### config.mk
export PLATFORM = sky130hd
export DESIGN_NAME = wb_bridge64to128
export DESIGN_NICKNAME = d
export VERILOG_FILES = /design/src/rtl/wb_bridge64to128.sv
export SDC_FILE = /design/constraint.sdc
export NUM_CORES = 1
export LEC_CHECK = 0
export BUFFER_PORTS_ARGS = -buffer_cell sky130_fd_sc_hd__buf_2
export CORE_AREA = 2 2 304 306
export DETAILED_ROUTE_END_ITERATION = 7
export DIE_AREA = 0 0 306 308
export GPL_ROUTABILITY_DRIVEN = 0
export GPL_TIMING_DRIVEN = 0
export PLACE_DENSITY_LB_ADDON = 0.05
export SLEW_MARGIN = 20
export SYNTH_ARGS = -nofsm -noshare
export SYNTH_HDL_FRONTEND = slang
export SYNTH_SLANG_ARGS = --single-unit
### constraint.sdc
create_clock -name clk_i -period 5 [get_ports clk_i]
set_input_delay 1 -clock clk_i [delete_from_list [all_inputs] [get_ports clk_i]]
set_output_delay 1 -clock clk_i [all_outputs]
set_load 0.02 [all_outputs]
### src/rtl/wb_bridge64to128.sv
// Wishbone 64-bit initiator to 128-bit responder bridge: registered request path,
// in-order lane FIFO for steering 128-bit read data back onto the 64-bit bus.
package wb_bridge_pkg;
  localparam logic [2:0] SZ_HEXI = 3'd4;

  typedef struct packed {
    logic [1:0]  om;
    logic [4:0]  cmd;
    logic [3:0]  cid;
    logic [7:0]  tid;
    logic [1:0]  bte;
    logic [5:0]  blen;
    logic [2:0]  cti;
    logic [1:0]  seg;
    logic [2:0]  sz;
    logic        cyc;
    logic        stb;
    logic        we;
    logic [7:0]  sel;
    logic [7:0]  asid;
    logic [31:0] vadr;
    logic [31:0] padr;
    logic [7:0]  pl;
    logic [3:0]  pri;
    logic [3:0]  cache;
    logic        csr;
    logic [63:0] dat;
  } wb_cmd_request64_t;

  typedef struct packed {
    logic [1:0]   om;
    logic [4:0]   cmd;
    logic [3:0]   cid;
    logic [7:0]   tid;
    logic [1:0]   bte;
    logic [5:0]   blen;
    logic [2:0]   cti;
    logic [1:0]   seg;
    logic [2:0]   sz;
    logic         cyc;
    logic         stb;
    logic         we;
    logic [15:0]  sel;
    logic [7:0]   asid;
    logic [31:0]  vadr;
    logic [31:0]  padr;
    logic [7:0]   pl;
    logic [3:0]   pri;
    logic [3:0]   cache;
    logic         csr;
    logic [127:0] data1;
  } wb_cmd_request128_t;

  typedef struct packed {
    logic [3:0]  cid;
    logic [7:0]  tid;
    logic        stall;
    logic        next;
    logic        ack;
    logic        rty;
    logic        err;
    logic [3:0]  pri;
    logic [31:0] adr;
    logic [63:0] dat;
  } wb_cmd_response64_t;

  typedef struct packed {
    logic [3:0]   cid;
    logic [7:0]   tid;
    logic         stall;
    logic         next;
    logic         ack;
    logic         rty;
    logic         err;
    logic [3:0]   pri;
    logic [31:0]  adr;
    logic [127:0] dat;
  } wb_cmd_response128_t;
endpackage

module wb_bridge64to128
  import wb_bridge_pkg::*;
#(
  parameter int DEPTH = 4
) (
  input  logic                clk_i,
  input  logic                rst_ni,
  input  wb_cmd_request64_t   req64_i,
  output wb_cmd_response64_t  resp64_o,
  output wb_cmd_request128_t  req128_o,
  input  wb_cmd_response128_t resp128_i
);
  localparam int AW = (DEPTH > 1) ? $clog2(DEPTH) : 1;
  localparam logic [AW:0] FULL = (AW+1)'(DEPTH);

  typedef struct packed {
    logic       lane;
    logic [7:0] tid;
  } lane_ent_t;

  lane_ent_t          fifo_q [DEPTH];
  logic [AW-1:0]      wr_ptr_q, rd_ptr_q;
  logic [AW:0]        count;
  wb_cmd_request128_t req_q, fwd;
  logic               errpend_q;
  logic [7:0]         err_tid_q;

  logic stall, accept, is_hexi, push, pop, resp_any, err_fire, head_lane, beat_held;

  assign beat_held = req_q.stb & resp128_i.stall;
  assign stall     = beat_held | (count == FULL) | errpend_q;
  assign accept    = req64_i.cyc & req64_i.stb & ~stall;
  assign is_hexi   = (req64_i.sz == SZ_HEXI);
  assign push      = accept & ~is_hexi;
  assign resp_any  = resp128_i.ack | resp128_i.err | resp128_i.rty;
  assign pop       = resp_any & (count != '0);
  // The downstream response owns the return bus; the local error waits for a quiet cycle.
  assign err_fire  = errpend_q & ~resp_any;
  assign head_lane = (count != '0) & fifo_q[rd_ptr_q].lane;

  always_comb begin
    fwd       = '0;
    fwd.om    = req64_i.om;
    fwd.cmd   = req64_i.cmd;
    fwd.cid   = req64_i.cid;
    fwd.tid   = req64_i.tid;
    fwd.bte   = req64_i.bte;
    fwd.blen  = req64_i.blen;
    fwd.cti   = req64_i.cti;
    fwd.seg   = req64_i.seg;
    fwd.sz    = req64_i.sz;
    fwd.cyc   = req64_i.cyc;
    fwd.stb   = 1'b1;
    fwd.we    = req64_i.we;
    fwd.sel   = req64_i.padr[3] ? {req64_i.sel, 8'h00} : {8'h00, req64_i.sel};
    fwd.asid  = req64_i.asid;
    fwd.vadr  = req64_i.vadr;
    fwd.padr  = req64_i.padr;
    fwd.pl    = req64_i.pl;
    fwd.pri   = req64_i.pri;
    fwd.cache = req64_i.cache;
    fwd.csr   = req64_i.csr;
    fwd.data1 = {2{req64_i.dat}};
  end

  always_ff @(posedge clk_i or negedge rst_ni) begin
    if (!rst_ni) begin
      req_q <= '0;
    end else if (!req64_i.cyc) begin
      req_q.cyc <= 1'b0;
      req_q.stb <= 1'b0;
    end else if (accept) begin
      if (is_hexi) begin
        req_q.cyc <= 1'b1;
        req_q.stb <= 1'b0;
      end else begin
        req_q <= fwd;
      end
    end else if (!beat_held) begin
      req_q.cyc <= 1'b1;
      req_q.stb <= 1'b0;
    end
  end

  always_ff @(posedge clk_i or negedge rst_ni) begin
    if (!rst_ni) begin
      wr_ptr_q <= '0;
      rd_ptr_q <= '0;
      count    <= '0;
    end else if (!req64_i.cyc) begin
      wr_ptr_q <= '0;
      rd_ptr_q <= '0;
      count    <= '0;
    end else begin
      if (push) wr_ptr_q <= wr_ptr_q + 1'b1;
      if (pop)  rd_ptr_q <= rd_ptr_q + 1'b1;
      if (push && !pop)      count <= count + 1'b1;
      else if (pop && !push) count <= count - 1'b1;
    end
  end

  always_ff @(posedge clk_i) begin
    if (push) fifo_q[wr_ptr_q] <= '{lane: req64_i.padr[3], tid: req64_i.tid};
  end

  always_ff @(posedge clk_i or negedge rst_ni) begin
    if (!rst_ni) begin
      errpend_q <= 1'b0;
      err_tid_q <= '0;
    end else if (!req64_i.cyc) begin
      errpend_q <= 1'b0;
    end else if (accept && is_hexi) begin
      errpend_q <= 1'b1;
      err_tid_q <= req64_i.tid;
    end else if (err_fire) begin
      errpend_q <= 1'b0;
    end
  end

  assign req128_o = req_q;

  always_comb begin
    resp64_o       = '0;
    resp64_o.cid   = resp128_i.cid;
    resp64_o.tid   = err_fire ? err_tid_q : resp128_i.tid;
    resp64_o.stall = stall;
    resp64_o.next  = resp128_i.next;
    resp64_o.ack   = resp128_i.ack;
    resp64_o.rty   = resp128_i.rty;
    resp64_o.err   = rst_ni & (resp128_i.err | err_fire);
    resp64_o.pri   = resp128_i.pri;
    resp64_o.adr   = resp128_i.adr;
    resp64_o.dat   = head_lane ? resp128_i.dat[127:64] : resp128_i.dat[63:0];
  end
endmodule

==> report_table.html, run 1 <==
<table>
<tr><th>Metric</th><th>Value</th></tr>
<tr><th colspan="2">Routing</th></tr>
<tr><td>Antenna Nets Post-Route</td><td>0</td></tr>
<tr><td>Detailed-route wire length</td><td>57340 um</td></tr>
<tr><td>Number of detailed-routing iterations run before antenna repair</td><td>4</td></tr>
<tr><td>Average wire per cell in the routed design</td><td>approximately 18 um</td></tr>
<tr><td>Via count normalized by instance count</td><td>3.333</td></tr>
<tr><td>1st-iter DRT viols</td><td>312</td></tr>
<tr><td>Total vias in the final route</td><td>10420</td></tr>
<tr><td>Number of remaining DRC errors</td><td>0</td></tr>
<tr><th colspan="2">Critical path</th></tr>
<tr><td>Buffer and inverter count on the worst path</td><td>3</td></tr>
<tr><td>Ordered list of cells on the worst path</td><td>buf_2 &gt; nor3_1 &gt; and2_1 &gt; clkbuf_1 &gt; mux2_2 &gt; buf_2</td></tr>
<tr><td>Cell with the largest stage delay on the worst path</td><td>sky130_fd_sc_hd__clkbuf_1</td></tr>
<tr><td>Worst Setup Path Type</td><td>in -&gt; out</td></tr>
<tr><td>Arrival @ worst endpoint</td><td>roughly 3000 ps</td></tr>
<tr><td>Element type at the critical path start</td><td>input port</td></tr>
<tr><td>Top cell family by delay on the critical path</td><td>buffers and inverters</td></tr>
<tr><td>Worst-path maximum fanout</td><td>9</td></tr>
<tr><td>CP Capture Type</td><td>output pin</td></tr>
<tr><td>Critical path origin</td><td>resp128_i[164]</td></tr>
<tr><td>Crit path required time</td><td>approximately 4000 ps</td></tr>
<tr><td>Critical path's largest stage delay</td><td>600 ps</td></tr>
<tr><td>Most frequent cell on the critical path</td><td>sky130_fd_sc_hd__buf_2</td></tr>
<tr><td>Startpoint of the most critical register-to-register path</td><td>count[0]</td></tr>
<tr><th colspan="2">Global routing</th></tr>
<tr><td>Remaining global-route overflow</td><td>0</td></tr>
<tr><td>Via count of the first global-routing pass</td><td>10698</td></tr>
<tr><td>Initial antenna violation count</td><td>28</td></tr>
<tr><td>First-pass GRT wire length</td><td>77990 um</td></tr>
<tr><td>Pin count of the biggest net entering global routing</td><td>79</td></tr>
<tr><td>Tot GR Track Use</td><td>0.1157</td></tr>
<tr><th colspan="2">Flow run</th></tr>
<tr><td>Max-cap viol count</td><td>0</td></tr>
<tr><th colspan="2">Floorplanning</th></tr>
<tr><td>Initial core utilization</td><td>0.1146</td></tr>
<tr><td>Die footprint</td><td>94250 um2</td></tr>
<tr><td>Number of placement rows</td><td>111</td></tr>
<tr><td>Die X-Extent</td><td>306 um</td></tr>
<tr><td>Placeable core area</td><td>90970 um2</td></tr>
<tr><td>Ports</td><td>770</td></tr>
<tr><td>Die Y-Extent</td><td>between 300 and 400 um</td></tr>
<tr><th colspan="2">Clock tree</th></tr>
<tr><td>Clock sinks</td><td>227</td></tr>
<tr><td>Total CTS buffers</td><td>34</td></tr>
<tr><td>TritonCTS clock tree</td><td>built</td></tr>
<tr><td>Hold buffer count at CTS</td><td>0</td></tr>
<tr><td>Clock latency on the worst-skew pair</td><td>540 ps</td></tr>
<tr><td>Number of cells upsized or downsized after cts</td><td>0</td></tr>
<tr><td>Clock-pin slew on the worst setup and hold paths</td><td>50 ps</td></tr>
<tr><td>H-tree depth reported by CTS</td><td>2</td></tr>
<tr><td>Clock Tree Root</td><td>sky130_fd_sc_hd__clkbuf_16</td></tr>
<tr><td>Largest buffer count on any clock path</td><td>3</td></tr>
<tr><td>Setup fix buffers added after clock tree synthesis</td><td>0</td></tr>
<tr><th colspan="2">Synthesis</th></tr>
<tr><td>Syn Area/Cell</td><td>9.139 um2</td></tr>
<tr><td>Share of synthesized cell area in and, or, nand and nor gates</td><td>0.2396</td></tr>
<tr><td>Main combinational cell family by area after synthesis</td><td>simple AND/OR/NAND/NOR gates</td></tr>
<tr><td>Synthesis-stage register bit count</td><td>227</td></tr>
<tr><td>Synth Area in Adders</td><td>0.006719</td></tr>
<tr><td>Post-synthesis cell area</td><td>10430 um2</td></tr>
<tr><td>Synthesized-area fraction occupied by xor and xnor cells</td><td>0.002520</td></tr>
<tr><td>Post-Syn Nets</td><td>1528</td></tr>
<tr><td>Yosys top cell area share</td><td>0.5352</td></tr>
<tr><td>Mux share of post-synthesis cell area</td><td>0.09239</td></tr>
<tr><td>Most area-hungry cell type in the Yosys netlist</td><td>sky130_fd_sc_hd__dfrtp_1</td></tr>
<tr><td>Number of synthesized flops with an enable pin</td><td>4</td></tr>
<tr><td>Async S/R FF share, synth</td><td>0.9824</td></tr>
<tr><td>Synthesized netlist cell count</td><td>1141</td></tr>
<tr><td>Most instantiated flip-flop cell in the synthesis netlist</td><td>sky130_fd_sc_hd__dfrtp_1</td></tr>
<tr><td>Netlist cell types</td><td>30</td></tr>
<tr><td>Share of the synthesized area in compound gates (AO/OA/AOI/OAI)</td><td>0.007439</td></tr>
<tr><td>Biggest area contributors in the synthesized netlist</td><td>sky130_fd_sc_hd__dfrtp_1 (54%), sky130_fd_sc_hd__nand2_1 (22%), sky130_fd_sc_hd__mux2_2 (8.6%)</td></tr>
<tr><td>Count of warnings emitted by yosys</td><td>0</td></tr>
<tr><td>Register area share after synthesis</td><td>0.5467</td></tr>
<tr><th colspan="2">STA</th></tr>
<tr><td>Least-Margin Pin Slew</td><td>797.3 ps</td></tr>
<tr><td>Relative slew slack</td><td>0.4685</td></tr>
<tr><td>Hold slack final</td><td>342.2 ps</td></tr>
<tr><td>Setup repair after global routing missed its margin</td><td>false</td></tr>
<tr><td>Shortest period the worst path allows</td><td>4004 ps</td></tr>
<tr><td>Endpoints failing hold</td><td>0</td></tr>
<tr><td>Worst clock skew</td><td>17.46 ps</td></tr>
<tr><td>Final period util</td><td>0.8009</td></tr>
<tr><td>Final-layout setup total negative slack</td><td>0 ps</td></tr>
<tr><td>Fmax</td><td>0.2497 GHz</td></tr>
<tr><td>Final number of setup-violating endpoints</td><td>0</td></tr>
<tr><td>Count of pins over their slew limit</td><td>0</td></tr>
<tr><th colspan="2">Power</th></tr>
<tr><td>Power density normalized to cell area</td><td>582.0 nW/um2</td></tr>
<tr><td>Worst IR Drop VDD</td><td>around 0.00021 V</td></tr>
<tr><td>Cell leakage power</td><td>9.373 nW</td></tr>
<tr><th colspan="2">Final layout</th></tr>
<tr><td>Most frequent cells in the layout</td><td>sky130_fd_sc_hd__buf_2 (753), sky130_fd_sc_hd__nand2_1 (605), sky130_fd_sc_hd__dfrtp_1 (223)</td></tr>
<tr><td>Ratio of cells with drive above 1 in the final layout</td><td>0.5194</td></tr>
<tr><td>Layout Area Growth over Synthesis</td><td>60.57%</td></tr>
<tr><td>Most frequent standard cell in the layout excluding fill and tap cells</td><td>sky130_fd_sc_hd__buf_2</td></tr>
<tr><td>Final Net Count</td><td>2295</td></tr>
<tr><th colspan="2">Placement</th></tr>
<tr><td>Number of buffers inserted by port buffering</td><td>728</td></tr>
<tr><td>HPWL reported at the end of detailed placement</td><td>46750 um</td></tr>
<tr><th colspan="2">Status</th></tr>
<tr><td>Result of the run</td><td>finished clean</td></tr>
<tr><th colspan="2">Hold path</th></tr>
<tr><td>Class of the tightest hold or removal check</td><td>in -&gt; async</td></tr>
</table>
[cell families (layout without fill, tap and decap cells)]
| family | after synthesis | after routing |
|---|---|---|
| AND/OR/NAND/NOR | 643 | 643 |
| flip-flops | 227 | 227 |
| buffers and inverters | 168 | 958 |
| multiplexers | 85 | 85 |
| AO/OA/AOI/OAI | 10 | 10 |
| adder cells (fa/ha/maj) | 5 | 5 |
| XOR/XNOR | 3 | 3 |
| other | 0 | 9 |
[cells in the mapped netlist (4+ instances only)]
master,instances
sky130_fd_sc_hd__mux2_2,80
sky130_fd_sc_hd__nor2_1,4
sky130_fd_sc_hd__nand2_1,605
sky130_fd_sc_hd__ha_1,4
sky130_fd_sc_hd__mux2i_1,4
sky130_fd_sc_hd__buf_2,26
sky130_fd_sc_hd__nand3b_1,8
sky130_fd_sc_hd__inv_1,4
sky130_fd_sc_hd__and2_1,7
sky130_fd_sc_hd__clkbuf_1,22
sky130_fd_sc_hd__edfxtp_1,4
sky130_fd_sc_hd__nand2b_1,4
sky130_fd_sc_hd__dfrtp_1,223
sky130_fd_sc_hd__nand3_1,10
sky130_fd_sc_hd__buf_4,114
[report_power, final]
group          leakage [nW]  total (mW)  switching (mW)  internal [mW]
clock network         0.529        2.38           0.942           1.44
logic                  6.02        4.40            2.79           1.60
registers              2.83        2.97           0.460           2.51
[flip-flops by register name (all words and copies together) (netlist names)]
register,cells
wr_ptr_q,2
fifo_q,4
count,3
errpend_q,1
req128_o,207
rd_ptr_q,2
err_tid_q,8
[cell type report]
class | instances | area [um2]
antenna | 9 | 22.52
buffer | 164 | 1077
clock buffer | 53 | 1013
clock inverter | 6 | 58.81
fill | 10372 | 74220
inverter | 4 | 15.01
multi-input combinational | 746 | 3636
sequential | 227 | 5700
tap | 1186 | 1484
timing repair buffer | 731 | 3736
[final timing paths]
| path | to | slack [ps] | cells after the start |
|---|---|---|---|
| hold / removal | req128_o[169] | 340 | 1 |
| max in group asynchronous | req128_o[144] | 3650 | 3 |
| setup / recovery | resp64_o[109] | 1000 | 6 |
| setup reg to reg | count[2] | 1920 | 10 |
| hold reg to reg | req128_o[231] | 460 | 2 |
| min in group clk_i | req128_o[231] | 460 | 2 |
[layer usage]
| metal | wire length (um) | global-route usage | up-vias |
|---|---|---|---|
| li1 | - | - | 4981 |
| met1 | 19070 | 0.1085 | 4874 |
| met2 | 30920 | 0.2246 | 425 |
| met3 | 5716 | 0.05312 | 98 |
| met4 | 1366 | 0.02910 | 42 |
| met5 | 277 | 0 | - |
[through the flow]
| stage | cells | worst slack (ps) | instance area (um2) | util | total power, mW |
|---|---|---|---|---|---|
| 2_1_floorplan | 1141 | 1894 | 10430 | - | 5.575 |
| 3_3_place_gp | 3055 | -2261 | 15550 | 0.1710 | 7.563 |
| 3_5_place_dp | 3058 | 828.3 | 15650 | 0.1720 | 7.554 |
| 4_1_cts | 3117 | 826.9 | 16720 | 0.1838 | 10.07 |
| 5_1_grt | 3121 | 812.0 | 16730 | 0.1839 | 10.43 |
| 6_report | 3126 | 995.6 | 16740 | 0.1841 | 9.745 |
(Power assumes the default switching activity.)
==> run 2: changes to the inputs <==
--- a/config.mk
+++ b/config.mk
@@ -6,9 +6,9 @@
 export NUM_CORES = 1
 export LEC_CHECK = 0
 export BUFFER_PORTS_ARGS = -buffer_cell sky130_fd_sc_hd__buf_2
-export CORE_AREA = 2 2 304 306
+export CORE_AREA = 2 2 298 300
 export DETAILED_ROUTE_END_ITERATION = 7
-export DIE_AREA = 0 0 306 308
+export DIE_AREA = 0 0 300 302
 export GPL_ROUTABILITY_DRIVEN = 0
 export GPL_TIMING_DRIVEN = 0
 export PLACE_DENSITY_LB_ADDON = 0.05
==> constraint.sdc (replaced) <==
create_clock -name clk_i -period 3.65 [get_ports clk_i]
set_input_delay 0.73 -clock clk_i [delete_from_list [all_inputs] [get_ports clk_i]]
set_output_delay 0.73 -clock clk_i [all_outputs]
set_load 0.02 [all_outputs]
==> run 2 against run 1 <==
Clock power increased by 40%. Non-clock buffer count down 1. Flip-flop and latch count unchanged. Worst setup slack lost 850 ps. Die area decreased by 3.9%. Sequential share of layout area about the same. Global-route usage rose by 0.61 points. Critical path depth fell by 1. Count of clock-buffer cells in the layout rose by 2.
==> report_table.html, run 2 (synthesis gave the netlist of run 1 again) <==
<table>
<tr><th>Metric</th><th>Value</th></tr>
<tr><th colspan="2">Critical path</th></tr>
<tr><td>Startpoint of the most critical register-to-register path</td><td>count[1] (was count[0])</td></tr>
<tr><td>Top cell family by delay on the critical path</td><td>simple AND/OR/NAND/NOR gates (was buffers and inverters)</td></tr>
<tr><td>Worst-path maximum fanout</td><td>9 (unchanged)</td></tr>
<tr><td>Crit path required time</td><td>2920 ps (was 4000 ps)</td></tr>
<tr><td>CP Capture Type</td><td>output pin (unchanged)</td></tr>
<tr><td>Element type at the critical path start</td><td>input port (unchanged)</td></tr>
<tr><td>Arrival @ worst endpoint</td><td>2780 ps (was 3000 ps)</td></tr>
<tr><td>Buffer and inverter count on the worst path</td><td>2 (was 3)</td></tr>
<tr><td>Most frequent cell on the critical path</td><td>sky130_fd_sc_hd__buf_2 (unchanged)</td></tr>
<tr><td>Reg2reg setup slack</td><td>660 ps (was 1920 ps)</td></tr>
<tr><td>Reg-to-reg endpoint</td><td>count[2] (unchanged)</td></tr>
<tr><td>FF-to-FF path depth</td><td>10 (unchanged)</td></tr>
<tr><td>Cell with the largest stage delay on the worst path</td><td>sky130_fd_sc_hd__and2_1 (was sky130_fd_sc_hd__clkbuf_1)</td></tr>
<tr><td>Critical path's largest stage delay</td><td>690 ps (was 600 ps)</td></tr>
<tr><td>Ordered list of cells on the worst path</td><td>buf_2 &gt; nor3_1 &gt; and2_1 &gt; mux2_2 &gt; buf_2 (was buf_2 &gt; nor3_1 &gt; and2_1 &gt; clkbuf_1 &gt; mux2_2 &gt; buf_2)</td></tr>
<tr><td>Worst Setup Path Type</td><td>in -&gt; out (unchanged)</td></tr>
<tr><th colspan="2">Placement</th></tr>
<tr><td>Placed Area</td><td>15620 um2 (was 15650 um2)</td></tr>
<tr><td>Placed cell count</td><td>3037 (was 3058)</td></tr>
<tr><td>HPWL reported at the end of detailed placement</td><td>47100 um (was 46750 um)</td></tr>
<tr><td>Minimum setup slack after placement</td><td>-165.5 ps (was 828.3 ps)</td></tr>
<tr><td>Number of buffers inserted by port buffering</td><td>728 (unchanged)</td></tr>
<tr><th colspan="2">Routing</th></tr>
<tr><td>1st-iter DRT viols</td><td>344 (was 312)</td></tr>
<tr><td>Antenna Nets Post-Route</td><td>0 (unchanged)</td></tr>
<tr><td>Number of remaining DRC errors</td><td>0 (unchanged)</td></tr>
<tr><td>Total vias in the final route</td><td>10357 (was 10420)</td></tr>
<tr><td>Via count normalized by instance count</td><td>3.339 (was 3.333)</td></tr>
<tr><td>Average wire per cell in the routed design</td><td>18.60 um (was 18.34 um)</td></tr>
<tr><td>Number of detailed-routing iterations run before antenna repair</td><td>4 (unchanged)</td></tr>
<tr><td>Detailed-route wire length</td><td>57690 um (was 57340 um)</td></tr>
<tr><th colspan="2">Global routing</th></tr>
<tr><td>Pin count of the biggest net entering global routing</td><td>68 (was 79)</td></tr>
<tr><td>GR Layer Usage met2</td><td>0.2269 (was 0.2246)</td></tr>
<tr><td>Via count of the first global-routing pass</td><td>10748 (was 10698)</td></tr>
<tr><td>Most utilized layer in the global route result</td><td>met2 (unchanged)</td></tr>
<tr><td>Tot GR Track Use</td><td>0.1218 (was 0.1157)</td></tr>
<tr><td>Remaining global-route overflow</td><td>0 (unchanged)</td></tr>
<tr><td>Initial antenna violation count</td><td>25 (was 28)</td></tr>
<tr><td>First-pass GRT wire length</td><td>79450 um (was 77990 um)</td></tr>
<tr><td>Met3 global-route usage</td><td>0.05099 (was 0.05312)</td></tr>
<tr><td>Met1 GRT Util</td><td>0.1249 (was 0.1085)</td></tr>
<tr><th colspan="2">Floorplanning</th></tr>
<tr><td>Die Y-Extent</td><td>302 um (was 308 um)</td></tr>
<tr><td>Die X-Extent</td><td>300 um (was 306 um)</td></tr>
<tr><td>Number of placement rows</td><td>109 (was 111)</td></tr>
<tr><td>Ports</td><td>770 (unchanged)</td></tr>
<tr><td>Initial core utilization</td><td>0.1191 (was 0.1146)</td></tr>
<tr><td>Die footprint</td><td>90600 um2 (was 94250 um2)</td></tr>
<tr><td>Placeable core area</td><td>87560 um2 (was 90970 um2)</td></tr>
<tr><th colspan="2">Clock tree</th></tr>
<tr><td>Clock sinks</td><td>227 (unchanged)</td></tr>
<tr><td>Largest buffer count on any clock path</td><td>3 (unchanged)</td></tr>
<tr><td>H-tree depth reported by CTS</td><td>2 (unchanged)</td></tr>
<tr><td>Total CTS buffers</td><td>35 (was 34)</td></tr>
<tr><td>TritonCTS clock tree</td><td>built (unchanged)</td></tr>
<tr><td>Clock latency on the worst-skew pair</td><td>540 ps (about the same)</td></tr>
<tr><td>Clock-pin slew on the worst setup and hold paths</td><td>50 ps (about the same)</td></tr>
<tr><td>Clock Tree Root</td><td>sky130_fd_sc_hd__clkbuf_16 (unchanged)</td></tr>
<tr><td>Setup fix buffers added after clock tree synthesis</td><td>0 (unchanged)</td></tr>
<tr><td>Hold buffer count at CTS</td><td>0 (unchanged)</td></tr>
<tr><td>Number of cells upsized or downsized after cts</td><td>0 (unchanged)</td></tr>
<tr><th colspan="2">Final layout</th></tr>
<tr><td>Ratio of cells with drive above 1 in the final layout</td><td>0.5199 (was 0.5194)</td></tr>
<tr><td>Final Net Count</td><td>2295 (unchanged)</td></tr>
<tr><td>Layout Area Growth over Synthesis</td><td>60.62% (was 60.57%)</td></tr>
<tr><td>Most frequent cells in the layout</td><td>sky130_fd_sc_hd__buf_2 (753), sky130_fd_sc_hd__nand2_1 (605), sky130_fd_sc_hd__dfrtp_1 (223) (unchanged)</td></tr>
<tr><td>Non-filler cells, final</td><td>3102 (was 3126)</td></tr>
<tr><td>Post-route cell area</td><td>16750 um2 (was 16740 um2)</td></tr>
<tr><td>Max reg flops</td><td>207 (unchanged)</td></tr>
<tr><td>Most frequent standard cell in the layout excluding fill and tap cells</td><td>sky130_fd_sc_hd__buf_2 (unchanged)</td></tr>
<tr><th colspan="2">Power</th></tr>
<tr><td>Internal</td><td>7.652 mW (was 5.551 mW)</td></tr>
<tr><td>Sequential group share of total power</td><td>0.304 (was 0.305)</td></tr>
<tr><td>Portion of total power attributed to the clock network</td><td>0.249 (was 0.244)</td></tr>
<tr><td>Sw Ratio</td><td>0.4287 (was 0.4304)</td></tr>
<tr><td>Worst IR Drop VDD</td><td>0.0002412 V (was 0.0002108 V)</td></tr>
<tr><td>Share of total power in combinational logic</td><td>0.447 (was 0.451)</td></tr>
<tr><td>Cell leakage power</td><td>9.387 nW (was 9.373 nW)</td></tr>
<tr><td>Net switching power</td><td>5.743 mW (was 4.194 mW)</td></tr>
<tr><td>Power density normalized to cell area</td><td>799.8 nW/um2 (was 582.0 nW/um2)</td></tr>
<tr><th colspan="2">Flow run</th></tr>
<tr><td>Max-cap viol count</td><td>0 (unchanged)</td></tr>
<tr><th colspan="2">Status</th></tr>
<tr><td>Result of the run</td><td>finished clean (unchanged)</td></tr>
<tr><th colspan="2">STA</th></tr>
<tr><td>Relative slew slack</td><td>0.3823 (was 0.4685)</td></tr>
<tr><td>Final-layout setup total negative slack</td><td>0 ps (unchanged)</td></tr>
<tr><td>Post-layout worst setup margin</td><td>142.6 ps (was 995.6 ps)</td></tr>
<tr><td>Fmax</td><td>~0.29 GHz</td></tr>
<tr><td>Least-Margin Pin Slew</td><td>926.5 ps (was 797.3 ps)</td></tr>
<tr><td>Final number of setup-violating endpoints</td><td>0 (unchanged)</td></tr>
<tr><td>Worst clock skew</td><td>26.78 ps (was 17.46 ps)</td></tr>
<tr><td>Endpoints failing hold</td><td>0 (unchanged)</td></tr>
<tr><td>Count of pins over their slew limit</td><td>0 (unchanged)</td></tr>
<tr><td>Shortest period the worst path allows</td><td>3507 ps</td></tr>
<tr><td>Setup repair after global routing missed its margin</td><td>false (unchanged)</td></tr>
<tr><td>Hold slack final</td><td>100.4 ps (was 342.2 ps)</td></tr>
<tr><td>Final period util</td><td>0.9609</td></tr>
<tr><th colspan="2">Hold path</th></tr>
<tr><td>Class of the tightest hold or removal check</td><td>in -&gt; async (unchanged)</td></tr>
</table>
run 2: cell types whose count changed in the layout (fill, tap and decap cells not counted), sizes merged:
cell      before  now
bufinv         1    0
clkbuf        75   76
clkinv         4    3
clkinvlp       0    1
diode          9    6
run 2: layout make-up:
type | instances | area (um2)
antenna | 6 | 15.01
buffer | 163 | 1072
clock buffer | 55 | 1074
clock inverter | 5 | 42.54
fill | 9983 | 70810
inverter | 4 | 15.01
multi-input combinational | 746 | 3636
sequential | 227 | 5700
tap | 1165 | 1458
timing repair buffer | 731 | 3736
run 2: power groups by stage:
stage / registers [mW] / logic [mW] / clock network (mW)
2_1_floorplan: 5.05 / 2.58 / 0
3_3_place_gp: 4.12 / 6.18 / 0
3_5_place_dp: 4.13 / 6.15 / 0
4_1_cts: 4.12 / 6.15 / 3.54
5_1_grt: 4.22 / 6.51 / 3.63
6_report: 4.07 / 5.98 / 3.34
run 2: per-stage QoR:
stage                       util  power, mW
after floorplan                -      7.636
after global placement    0.1774      10.30
after detailed placement  0.1784      10.28
after CTS                 0.1911      13.81
after global routing      0.1912      14.36
final                     0.1913      13.40
run 2: layer usage:
metal	wire length [um]	part of all wire	vias to the layer above
met5	230	0.0040	-
li1	-	-	4980
met2	30330	0.53	425
met4	1383	0.024	34
met1	20250	0.35	4828
met3	5504	0.095	90
run 2: how the worst max path moves through the flow:
stage	startpoint	endpoint	slack [ps]	cells past startpoint
finish	resp128_i[164]	resp64_o[110]	140	5
global route	resp128_i[164]	resp64_o[110]	20	5
CTS	resp128_i[164]	resp64_o[110]	20	5
detailed placement	resp128_i[164]	resp64_o[110]	-170	6
global placement	rst_ni	req128_o[73]	-3420	1
floorplan	req64_i[165]	count[2]	990	9
run 2: worst register-to-register path, delay by kind of cell, from the launching register on:
kind | cells | cell delay (ps)
compound gates | 1 | 130
simple gates | 4 | 600
buf+inv | 2 | 1020
mux | 2 | 360
fa+ha+maj | 1 | 400
flops | 1 | 410
